### src/rtl/pacman_pkg.sv
// Shared maze definitions: one-hot headings, ghost mode encoding and the
// tile pitch used by both the ghost controllers and direction_flag.
package pacman_pkg;

    localparam int unsigned TILE_DEF = 12;

    localparam logic [3:0] DIR_L = 4'b1000;
    localparam logic [3:0] DIR_U = 4'b0100;
    localparam logic [3:0] DIR_R = 4'b0010;
    localparam logic [3:0] DIR_D = 4'b0001;

    typedef enum logic [1:0] {
        MODE_SCATTER = 2'd0,
        MODE_CHASE   = 2'd1,
        MODE_FRIGHT  = 2'd2
    } mode_e;

    // Opposite heading (L<->R, U<->D); an empty heading stays empty.
    function automatic logic [3:0] dir_rev(input logic [3:0] d);
        return {d[1], d[0], d[3], d[2]};
    endfunction

endpackage

### src/rtl/ghost_dir_pick.sv
// Junction heading choice: preferred axes toward (or away from) the target,
// then the fixed U,L,D,R fallback; reversing only when nothing else is open.
module ghost_dir_pick
    import pacman_pkg::*;
#(
    parameter int unsigned COORD_W = 9
) (
    input  logic signed [COORD_W:0] dx,
    input  logic signed [COORD_W:0] dy,
    input  logic                    open_l,
    input  logic                    open_u,
    input  logic                    open_r,
    input  logic                    open_d,
    input  logic [3:0]              cur_dir,
    input  logic                    frightened,
    output logic [3:0]              pick
);

    logic [COORD_W:0] adx, ady;
    logic [3:0]       h_pref, v_pref, open_v, rev;
    logic [5:0][3:0]  cand;
    logic             found;

    always_comb begin
        adx    = dx[COORD_W] ? -dx : dx;
        ady    = dy[COORD_W] ? -dy : dy;
        h_pref = '0;
        v_pref = '0;
        if (dx > 0)      h_pref = DIR_R;
        else if (dx < 0) h_pref = DIR_L;
        if (dy > 0)      v_pref = DIR_D;
        else if (dy < 0) v_pref = DIR_U;
        if (frightened) begin
            h_pref = dir_rev(h_pref);
            v_pref = dir_rev(v_pref);
        end
        cand[0] = (adx >= ady) ? h_pref : v_pref;
        cand[1] = (adx >= ady) ? v_pref : h_pref;
        cand[2] = DIR_U;
        cand[3] = DIR_L;
        cand[4] = DIR_D;
        cand[5] = DIR_R;
        open_v  = {open_l, open_u, open_r, open_d};
        rev     = dir_rev(cur_dir);
        pick    = '0;
        found   = 1'b0;
        for (int unsigned i = 0; i < 6; i++) begin
            if (!found && |(cand[i] & open_v) && cand[i] != rev) begin
                pick  = cand[i];
                found = 1'b1;
            end
        end
        if (!found && |(rev & open_v)) pick = rev;
    end

endmodule

### src/rtl/ghost_ai.sv
// Single-ghost controller: pixel stepping on the tile grid, junction decisions
// toward a mode-dependent target, and the SCATTER/CHASE/FRIGHTENED timer.
module ghost_ai
    import pacman_pkg::*;
#(
    parameter int unsigned COORD_W   = 9,
    parameter int unsigned TILE      = TILE_DEF,
    parameter int unsigned START_X   = 84,
    parameter int unsigned START_Y   = 96,
    parameter int unsigned CORNER_X  = 0,
    parameter int unsigned CORNER_Y  = 0,
    parameter int unsigned MOVE_DIV  = 4,
    parameter int unsigned SCATTER_T = 420,
    parameter int unsigned CHASE_T   = 1200,
    parameter int unsigned FRIGHT_T  = 360
) (
    input  logic               clk,
    input  logic               rst_n,
    input  logic               en,
    input  logic [COORD_W-1:0] p_x,
    input  logic [COORD_W-1:0] p_y,
    input  logic               fright_req,
    input  logic               open_l,
    input  logic               open_u,
    input  logic               open_r,
    input  logic               open_d,
    output logic [COORD_W-1:0] m_x,
    output logic [COORD_W-1:0] m_y,
    output logic [3:0]         dir,
    output logic [1:0]         mode,
    output logic               step
);

    localparam int unsigned PRE_W = $clog2(MOVE_DIV + 1);
    localparam int unsigned SUB_W = $clog2(TILE);
    localparam int unsigned T_MAX = (SCATTER_T > CHASE_T)
        ? ((SCATTER_T > FRIGHT_T) ? SCATTER_T : FRIGHT_T)
        : ((CHASE_T > FRIGHT_T) ? CHASE_T : FRIGHT_T);
    localparam int unsigned TMR_W = $clog2(T_MAX + 1);

    logic [COORD_W-1:0]      x_q, x_d, y_q, y_d, tgt_x, tgt_y;
    logic [SUB_W-1:0]        fx_q, fx_d, fy_q, fy_d;
    logic [3:0]              dir_q, dir_d, open_v, pick, new_dir;
    mode_e                   mode_q, mode_d;
    logic [PRE_W-1:0]        presc_q, presc_d;
    logic [TMR_W-1:0]        timer_q, timer_d, limit;
    logic                    half_q, half_d, pend_q, pend_d;
    logic                    tick, fright, centre, expire, mode_chg;
    logic                    can_move, at_edge, do_move;
    logic signed [COORD_W:0] dx, dy;

    assign tick   = rst_n && en && (presc_q == PRE_W'(MOVE_DIV - 1));
    assign fright = en && fright_req;
    assign centre = (fx_q == '0) && (fy_q == '0);
    assign open_v = {open_l, open_u, open_r, open_d};
    assign tgt_x  = (mode_q == MODE_SCATTER) ? COORD_W'(CORNER_X) : p_x;
    assign tgt_y  = (mode_q == MODE_SCATTER) ? COORD_W'(CORNER_Y) : p_y;
    assign dx     = $signed({1'b0, tgt_x}) - $signed({1'b0, x_q});
    assign dy     = $signed({1'b0, tgt_y}) - $signed({1'b0, y_q});

    ghost_dir_pick #(.COORD_W(COORD_W)) u_pick (
        .dx         (dx),
        .dy         (dy),
        .open_l     (open_l),
        .open_u     (open_u),
        .open_r     (open_r),
        .open_d     (open_d),
        .cur_dir    (dir_q),
        .frightened (mode_q == MODE_FRIGHT),
        .pick       (pick)
    );

    always_comb begin
        case (mode_q)
            MODE_CHASE:  limit = TMR_W'(CHASE_T);
            MODE_FRIGHT: limit = TMR_W'(FRIGHT_T);
            default:     limit = TMR_W'(SCATTER_T);
        endcase
    end

    assign expire = tick && (timer_q == limit - 1'b1);

    // A pending reversal overrides the junction decision; off-centre the corridor is committed.
    always_comb begin
        new_dir  = dir_q;
        can_move = 1'b1;
        if (pend_q) begin
            new_dir  = dir_rev(dir_q);
            can_move = !centre || |(new_dir & open_v);
        end else if (centre) begin
            if (pick == '0) can_move = 1'b0;
            else            new_dir  = pick;
        end
    end

    assign at_edge = (new_dir == DIR_L && x_q == '0) || (new_dir == DIR_U && y_q == '0) ||
                     (new_dir == DIR_R && x_q == '1) || (new_dir == DIR_D && y_q == '1);
    assign do_move = tick && can_move && !at_edge && (mode_q != MODE_FRIGHT || half_q);

    always_comb begin
        x_d   = x_q;
        y_d   = y_q;
        fx_d  = fx_q;
        fy_d  = fy_q;
        dir_d = tick ? new_dir : dir_q;
        if (do_move) begin
            case (new_dir)
                DIR_L: begin
                    x_d  = x_q - 1'b1;
                    fx_d = (fx_q == '0) ? SUB_W'(TILE - 1) : fx_q - 1'b1;
                end
                DIR_R: begin
                    x_d  = x_q + 1'b1;
                    fx_d = (fx_q == SUB_W'(TILE - 1)) ? '0 : fx_q + 1'b1;
                end
                DIR_U: begin
                    y_d  = y_q - 1'b1;
                    fy_d = (fy_q == '0) ? SUB_W'(TILE - 1) : fy_q - 1'b1;
                end
                DIR_D: begin
                    y_d  = y_q + 1'b1;
                    fy_d = (fy_q == SUB_W'(TILE - 1)) ? '0 : fy_q + 1'b1;
                end
                default: ;
            endcase
        end
    end

    // A fright request while already frightened only reloads the timer; it is not a mode entry.
    always_comb begin
        presc_d  = presc_q;
        timer_d  = timer_q;
        half_d   = half_q;
        pend_d   = pend_q;
        mode_d   = mode_q;
        mode_chg = 1'b0;
        if (en) presc_d = (presc_q == PRE_W'(MOVE_DIV - 1)) ? '0 : presc_q + 1'b1;
        if (tick) begin
            timer_d = timer_q + 1'b1;
            half_d  = ~half_q;
            pend_d  = 1'b0;
        end
        if (fright) begin
            timer_d = '0;
            if (mode_q != MODE_FRIGHT) begin
                mode_d   = MODE_FRIGHT;
                mode_chg = 1'b1;
            end
        end else if (expire) begin
            timer_d  = '0;
            mode_d   = (mode_q == MODE_SCATTER) ? MODE_CHASE : MODE_SCATTER;
            mode_chg = 1'b1;
        end
        if (mode_chg) begin
            pend_d = 1'b1;
            half_d = 1'b0;
        end
    end

    always_ff @(posedge clk) begin
        if (!rst_n) begin
            x_q     <= COORD_W'(START_X);
            y_q     <= COORD_W'(START_Y);
            fx_q    <= '0;
            fy_q    <= '0;
            dir_q   <= DIR_U;
            mode_q  <= MODE_SCATTER;
            presc_q <= '0;
            timer_q <= '0;
            half_q  <= 1'b0;
            pend_q  <= 1'b0;
        end else begin
            x_q     <= x_d;
            y_q     <= y_d;
            fx_q    <= fx_d;
            fy_q    <= fy_d;
            dir_q   <= dir_d;
            mode_q  <= mode_d;
            presc_q <= presc_d;
            timer_q <= timer_d;
            half_q  <= half_d;
            pend_q  <= pend_d;
        end
    end

    assign m_x  = x_q;
    assign m_y  = y_q;
    assign dir  = dir_q;
    assign mode = mode_q;
    assign step = tick;

endmodule

### config.mk
export PLATFORM = sky130hd
export DESIGN_NAME = ghost_ai
export DESIGN_NICKNAME = d
export VERILOG_FILES = /design/src/rtl/pacman_pkg.sv /design/src/rtl/ghost_dir_pick.sv /design/src/rtl/ghost_ai.sv
export SDC_FILE = /design/constraint.sdc
export NUM_CORES = 1
export LEC_CHECK = 0
export CAP_MARGIN = 20
export CORE_MARGIN = 5
export CORE_UTILIZATION = 35
export CTS_CLUSTER_SIZE = 14
export DETAILED_ROUTE_END_ITERATION = 8
export PLACE_DENSITY = 0.5
export SYNTH_ARGS = -nofsm -noshare
export SYNTH_HDL_FRONTEND = slang
export SYNTH_SLANG_ARGS = --single-unit
### constraint.sdc
create_clock -name clk -period 11.85 [get_ports clk]
set_input_delay 2.37 -clock clk [delete_from_list [all_inputs] [get_ports clk]]
set_output_delay 2.37 -clock clk [all_outputs]
set_load 0.01 [all_outputs]
== After elaboration in Yosys (flattened, before gate mapping) ==
Cells that the tools add are included.

* Logic and storage cells: 160
* Input bits: 26
* Register bits: 48

* Bitwise gates (word level): 5
* Add/sub/neg operators: 15
* Mux-type cells: 50
* Order comparisons: 5
* Eq/ne operators: 20
* Reductions and logical operators: 55

{| class="wikitable"
|+ Operators with widths
! cell !! number
|-
| 4-bit two-way mux || 20
|-
| 9-bit case mux with 2 select lines || 2
|-
| 1-bit logical AND || 24
|-
| 11-bit case mux with 2 select lines || 1
|-
| 10-bit by 1-bit greater-than comparator with 1-bit output (second input constant) || 2
|-
| 10-bit by 1-bit less-than comparator with 1-bit output (second input constant) || 2
|-
| 10-bit two-way mux || 2
|-
| 10-bit negation || 2
|-
| 9-bit by 9-bit subtractor with 10-bit output || 2
|-
| 9-bit by 1-bit adder with 9-bit output (second input constant) || 2
|-
| 9-bit equality test (second input constant) || 2
|-
| 9-bit logical NOT || 2
|-
| 9-bit two-way mux || 2
|-
| 9-bit by 1-bit subtractor with 9-bit output (second input constant) || 2
|-
| 4-bit case mux with 2 select lines || 2
|-
| 1-bit two-way mux || 15
|-
| 4-bit bitwise AND || 3
|-
| 4-bit equality test (second input constant) || 3
|-
| 4-bit logical NOT || 3
|-
| 4-bit OR reduction || 3
|-
| 11-bit by 1-bit adder with 11-bit output (second input constant) || 1
|-
| 11-bit equality test || 1
|-
| 11-bit by 1-bit subtractor with 11-bit output (second input constant) || 1
|-
| 10-bit greater-or-equal comparator || 1
|-
| other kinds (26) || 50
|}

== Depth between registers and ports, before layout ==
* Word-level depth: 48
* Depth in mapped cells: 38

== Cells and area by module ==
Synthesis repeated with hierarchy kept, for this count alone.

* Cell total of the unflattened synthesis: 653
* Area total of the unflattened synthesis: 5119.9 µm²

{| class="wikitable"
|+ By module, submodules not included
! module !! times used !! sequential area each (µm²) !! cells each !! area an instance (µm²)
|-
| ghost_ai || 1 || 960.9 || 502 || 4073.9
|-
| ghost_dir_pick || 1 || 0.0 || 151 || 1046.0
|}

== Worst setup path before layout ==
OpenSTA, ideal clock, no wires.

* Path kind: in2reg
* Start: input port p_y[0]
* End: register y_q[8] (netlist: m_y[8])
* Setup slack: 2.822 ns
* Required time: 11.713 ns
* Stages: 30
* Path buffers: 0
* Library setup time: 0.137 ns
* Arrival time: 8.891 ns
* Cell sequence: nand2b_1 ha_1 inv_1 fa_1 and3_1 or3_1 and2_1 or3_1 or4_1 ha_1 a211o_1 a21oi_1 o2bb2ai_1 a311oi_1 nand3_1 a32o_1 a221oi_2 nor2b_1 nand3_1 fa_1 a21o_1 a21oi_1 nor2b_1 o21a_1 o21ai_0 nand2b_1 a21oi_1 a311oi_1 a2111oi_0 o31ai_1

* Word-level cells in the longest chain between the ends: 47

{| class="wikitable"
|+ Ends and longest elaborated chain
! what !! RTL line !! source
|-
| from (decl) || ghost_ai.sv:21 || <nowiki>input logic [COORD_W-1:0] p_y,</nowiki>
|-
| 9-bit two-way mux * || ghost_ai.sv:57 || <nowiki>assign tgt_y = (mode_q == MODE_SCATTER) ? COORD_W'(CORNER_Y) : p_y;</nowiki>
|-
| 9-bit by 9-bit subtractor with 10-bit output * || ghost_ai.sv:59 || <nowiki>assign dy = $signed({1'b0, tgt_y}) - $signed({1'b0, y_q});</nowiki>
|-
| parallel branches: the longest is 31 deep, another holds 10-bit negation || - ||
|-
| 4-bit two-way mux * || ghost_dir_pick.sv:53 || <nowiki>if (!found && |(rev & open_v)) pick = rev;</nowiki>
|-
| 4-bit logical NOT || ghost_ai.sv:91 || <nowiki>if (pick == '0) can_move = 1'b0;</nowiki>
|-
| 4-bit two-way mux || ghost_ai.sv:91 ||
|-
| 4-bit two-way mux || ghost_ai.sv:90 || <nowiki>end else if (centre) begin</nowiki>
|-
| 4-bit two-way mux || ghost_ai.sv:87 || <nowiki>if (pend_q) begin</nowiki>
|-
| 4-bit equality test or 4-bit by 3-bit equality test with 1-bit output (tied branches) || ghost_ai.sv:96, ghost_ai.sv:107 ||
|-
| 1-bit logical AND || ghost_ai.sv:96 || <nowiki>assign at_edge = (new_dir == DIR_L && x_q == '0) || (new_dir == DIR_U && y_q == '0) ||</nowiki>
|-
| 1-bit logical OR (2 in a row) || ghost_ai.sv:96 ||
|-
| 1-bit logical OR || ghost_ai.sv:97 || <nowiki>(new_dir == DIR_R && x_q == '1) || (new_dir == DIR_D && y_q == '1);</nowiki>
|-
| 1-bit logical NOT || ghost_ai.sv:98 || <nowiki>assign do_move = tick && can_move && !at_edge && (mode_q != MODE_FRIGHT || half_q);</nowiki>
|-
| 1-bit logical AND (2 in a row) || ghost_ai.sv:98 ||
|-
| 2-bit AND reduction (no source line) || - ||
|-
| to (signal assigned) || ghost_ai.sv:163 || <nowiki>y_q <= COORD_W'(START_Y);</nowiki>
|-
| to (signal assigned) || ghost_ai.sv:174 || <nowiki>y_q <= y_d;</nowiki>
|-
| to (decl) || ghost_ai.sv:41 || <nowiki>logic [COORD_W-1:0] x_q, x_d, y_q, y_d, tgt_x, tgt_y;</nowiki>
|}

Mark *: on every way between the ends.
A chain may end at the register's enable or synchronous reset.

== Final worst setup path ==
Same ends and word-level chain as after synthesis.

==> flow_summary.ini <==
[power_and_ir_drop]
internal-power_w = 0.000340
p_per_area_mw_per_mm2 = 79.9
power_frac_seq = 0.317
p_sw_frac = 0.347
switching_power_w = 0.000180
p_leak_nw = 2.54
p_clk_frac = 0.322
irDropWorstVdd_uv = 69.2
total_power_w = 0.000520
p_comb_frac = 0.362

[sta]
slew_viol_final = 0
final_hold_viol_count = 0
layout_setup_ws_ps = 1880
worst_pin_slew_ps = 883
rsz0062_at_grt = no
finalCritPeriodShare = 0.842
min_period_ps = 9970
setup_violations = 0
maxSlewHeadroom = 0.395
setup_tns_ps = 0
finClkSkew_ps = 10.6
fmaxAchievable_mhz = 100

[logic_synthesis]
ys_warn_count = 0
syn-instance-count = 744
async_flop_share = 0
synth-edff-count = 0
seq_area_frac_synth = 0.169
syn_nets = 833
yosysUniqueCellTypes = 76
synth_area_per_cell_um2 = 7.62
ys_ff_latch = 48
synth_area_mm2 = 0.00567
synthFlopType = dfxtp_1

[setup_path]
worst_setup_path_start_kind = input port
r2r_cells = 34
critPathTopFamily = compound AO/OA/AOI/OAI gates
critPathCaptureType = register
required_ps = 12020
slowest_delay_ps = 580
worstPathMaxFanout = 11
r2r_start = mode[0]
crit_type = in2reg
rrSetupSlack_ps = 2980
worst-path-buf-inv = 2
cp_common_cell = nand3_1
rr_endpoint = m_y[8]
worstPathArrival_ps = 10140
crit_slowest_cell = fa_1

[hold_path]
hold_path_class = reg2reg
whs_endpoint = presc_q[2]
whs_path_depth = 2
hold_path_startpoint = presc_q[2]

[floorplanning]
num_rows = 46
core_mm2 = 0.0159
die_x_um = 137
ios = 51
die_y_um = 137
initial_utilization = 0.357
design.die.area_mm2 = 0.0189

[cts]
cts-root-buf = clkbuf_16
cts_buffer_depth = 2
cts.sinks = 48
post_cts_buffers = 0
cts_tree = built
clk_pin_slew_ps = 70
cts_made_buffers = 5
h-tree-depth = 2
clk_latency_ps = 300
holdBufCountCts = 0
cts-resized-gates = 0

[global_route]
grt_max_degree = 26
grt_pass1_vias = 5346
grtUsageTotal = 0.168
antenna_found_initial = 0
grt_pass1_wl_mm = 26.2
grt_overflow = 0

[final_layout]
nFillCells = 1655
design_area_mm2 = 0.00650
area_delta_synth_final_pct = 14.6
mostFrequentLayoutCells = ha_1 (59), nor2_1 (55), a21oi_1 (52)
fin_util = 0.409
nets = 862
drive_above_1_share = 0.0388
diodes = 0
layout_commonest_cell = ha_1

[drt]
via_count = 5672
drt_iter0_drc = 440
antenna_left = 0
drc = 0
drt-total-wl_mm = 15.9
dr.pass1.iters = 5
avgViaCountPerCell = 5.73
wire_per_inst_um = 16.1

[place]
post-place-ws_ps = 1570
place_area_mm2 = 0.00633
port_buffers = 50
place_hpwl_mm = 12.4
gp_congestion = 0.835

[outcome]
status = complete, no violations

[run]
drv_cap = 0
synth_stat cells, types with 13 or more instances:
| library cell | count | share of area |
|---|---|---|
| xor2_1 | 21 | 0.032 |
| xnor2_1 | 23 | 0.036 |
| a21oi_1 | 52 | 0.046 |
| clkbuf_1 | 26 | 0.017 |
| a21o_1 | 13 | 0.017 |
| nand2_1 | 45 | 0.030 |
| nor3_1 | 16 | 0.014 |
| nor2_1 | 55 | 0.036 |
| nor2b_1 | 30 | 0.033 |
| ha_1 | 59 | 0.13 |
| inv_1 | 48 | 0.032 |
| o21ai_0 | 32 | 0.028 |
| nand3_1 | 44 | 0.039 |
| dfxtp_1 | 48 | 0.17 |
| nand4_1 | 14 | 0.015 |
registers in the layout, indices dropped and copies added (netlist names):
register and cells:
timer_q 11, fx_q 4, presc_q 3, dir 4, m_y 9, pend_q 1, half_q 1, mode 2
fy_q 4, m_x 9
worst max-delay path by stage:
| stage | startpoint | endpoint | slack [ps] | cells past startpoint |
|---|---|---|---|---|
| after floorplan | p_y[0] | m_y[8] | 2820 | 30 |
| after global placement | p_y[0] | m_y[8] | 1770 | 31 |
| after detailed placement | p_y[0] | m_y[8] | 1570 | 33 |
| after CTS | p_y[0] | m_y[8] | 1860 | 33 |
| after global routing | p_y[0] | m_y[8] | 1160 | 33 |
| final | p_y[0] | m_y[8] | 1880 | 33 |
per-layer routing:
| metal | global-route usage | up-vias | part of all wire |
|---|---|---|---|
| li1 | - | 2834 | - |
| met1 | 0.232 | 2699 | 0.48 |
| met5 | 0 | - | 0 |
| met2 | 0.284 | 122 | 0.47 |
| met3 | 0.0175 | 17 | 0.032 |
| met4 | 0.0360 | 0 | 0.014 |
power groups by stage:
stage	clock, W	sequential (W)	combinational (W)
global placement	0	0.000168	0.000184
CTS	0.000173	0.000165	0.000189
finish	0.000167	0.000165	0.000188
global route	0.000178	0.000165	0.000211
floorplan	0	0.000168	0.000141
detailed placement	0	0.000168	0.000187
worst min-delay path: cells and delay by family (launching register included):
kind	cells	cell delay, ps
AO/OA/AOI/OAI	1	30
flip-flops	1	320
AND/OR/NAND/NOR	1	60
cells by family (layout without fill, tap and decap cells):
kind of cell,Yosys count,in the layout,share of synthesized area
buffers and inverters,81,111,0.0569
xor gates and xnor gates,44,44,0.0679
AOI/OAI and AO/OA,222,222,0.282
adders and majority gates,63,63,0.144
muxes,11,11,0.0199
and+or+nand+nor,275,275,0.259
DFF,48,48,0.169
metrics by stage:
step	hold slack, ps	instances
2_1_floorplan	420	744
3_3_place_gp	431	982
3_5_place_dp	441	982
4_1_cts	454	990
5_1_grt	470	990
6_report	455	990
final cells by class:
| class | count | area (um2) | share of cell area |
|---|---|---|---|
| multi-input cells | 615 | 4390 | 0.675 |
| flip-flops and latches | 48 | 961 | 0.148 |
| repair buffers | 53 | 523 | 0.0804 |
| well taps | 216 | 270 | 0.0416 |
| inverters | 50 | 188 | 0.0289 |
| clock buffers | 5 | 125 | 0.0192 |
| clock inverters | 3 | 47.5 | 0.00731 |
No activity file was read; power rests on OpenSTA's default activity.
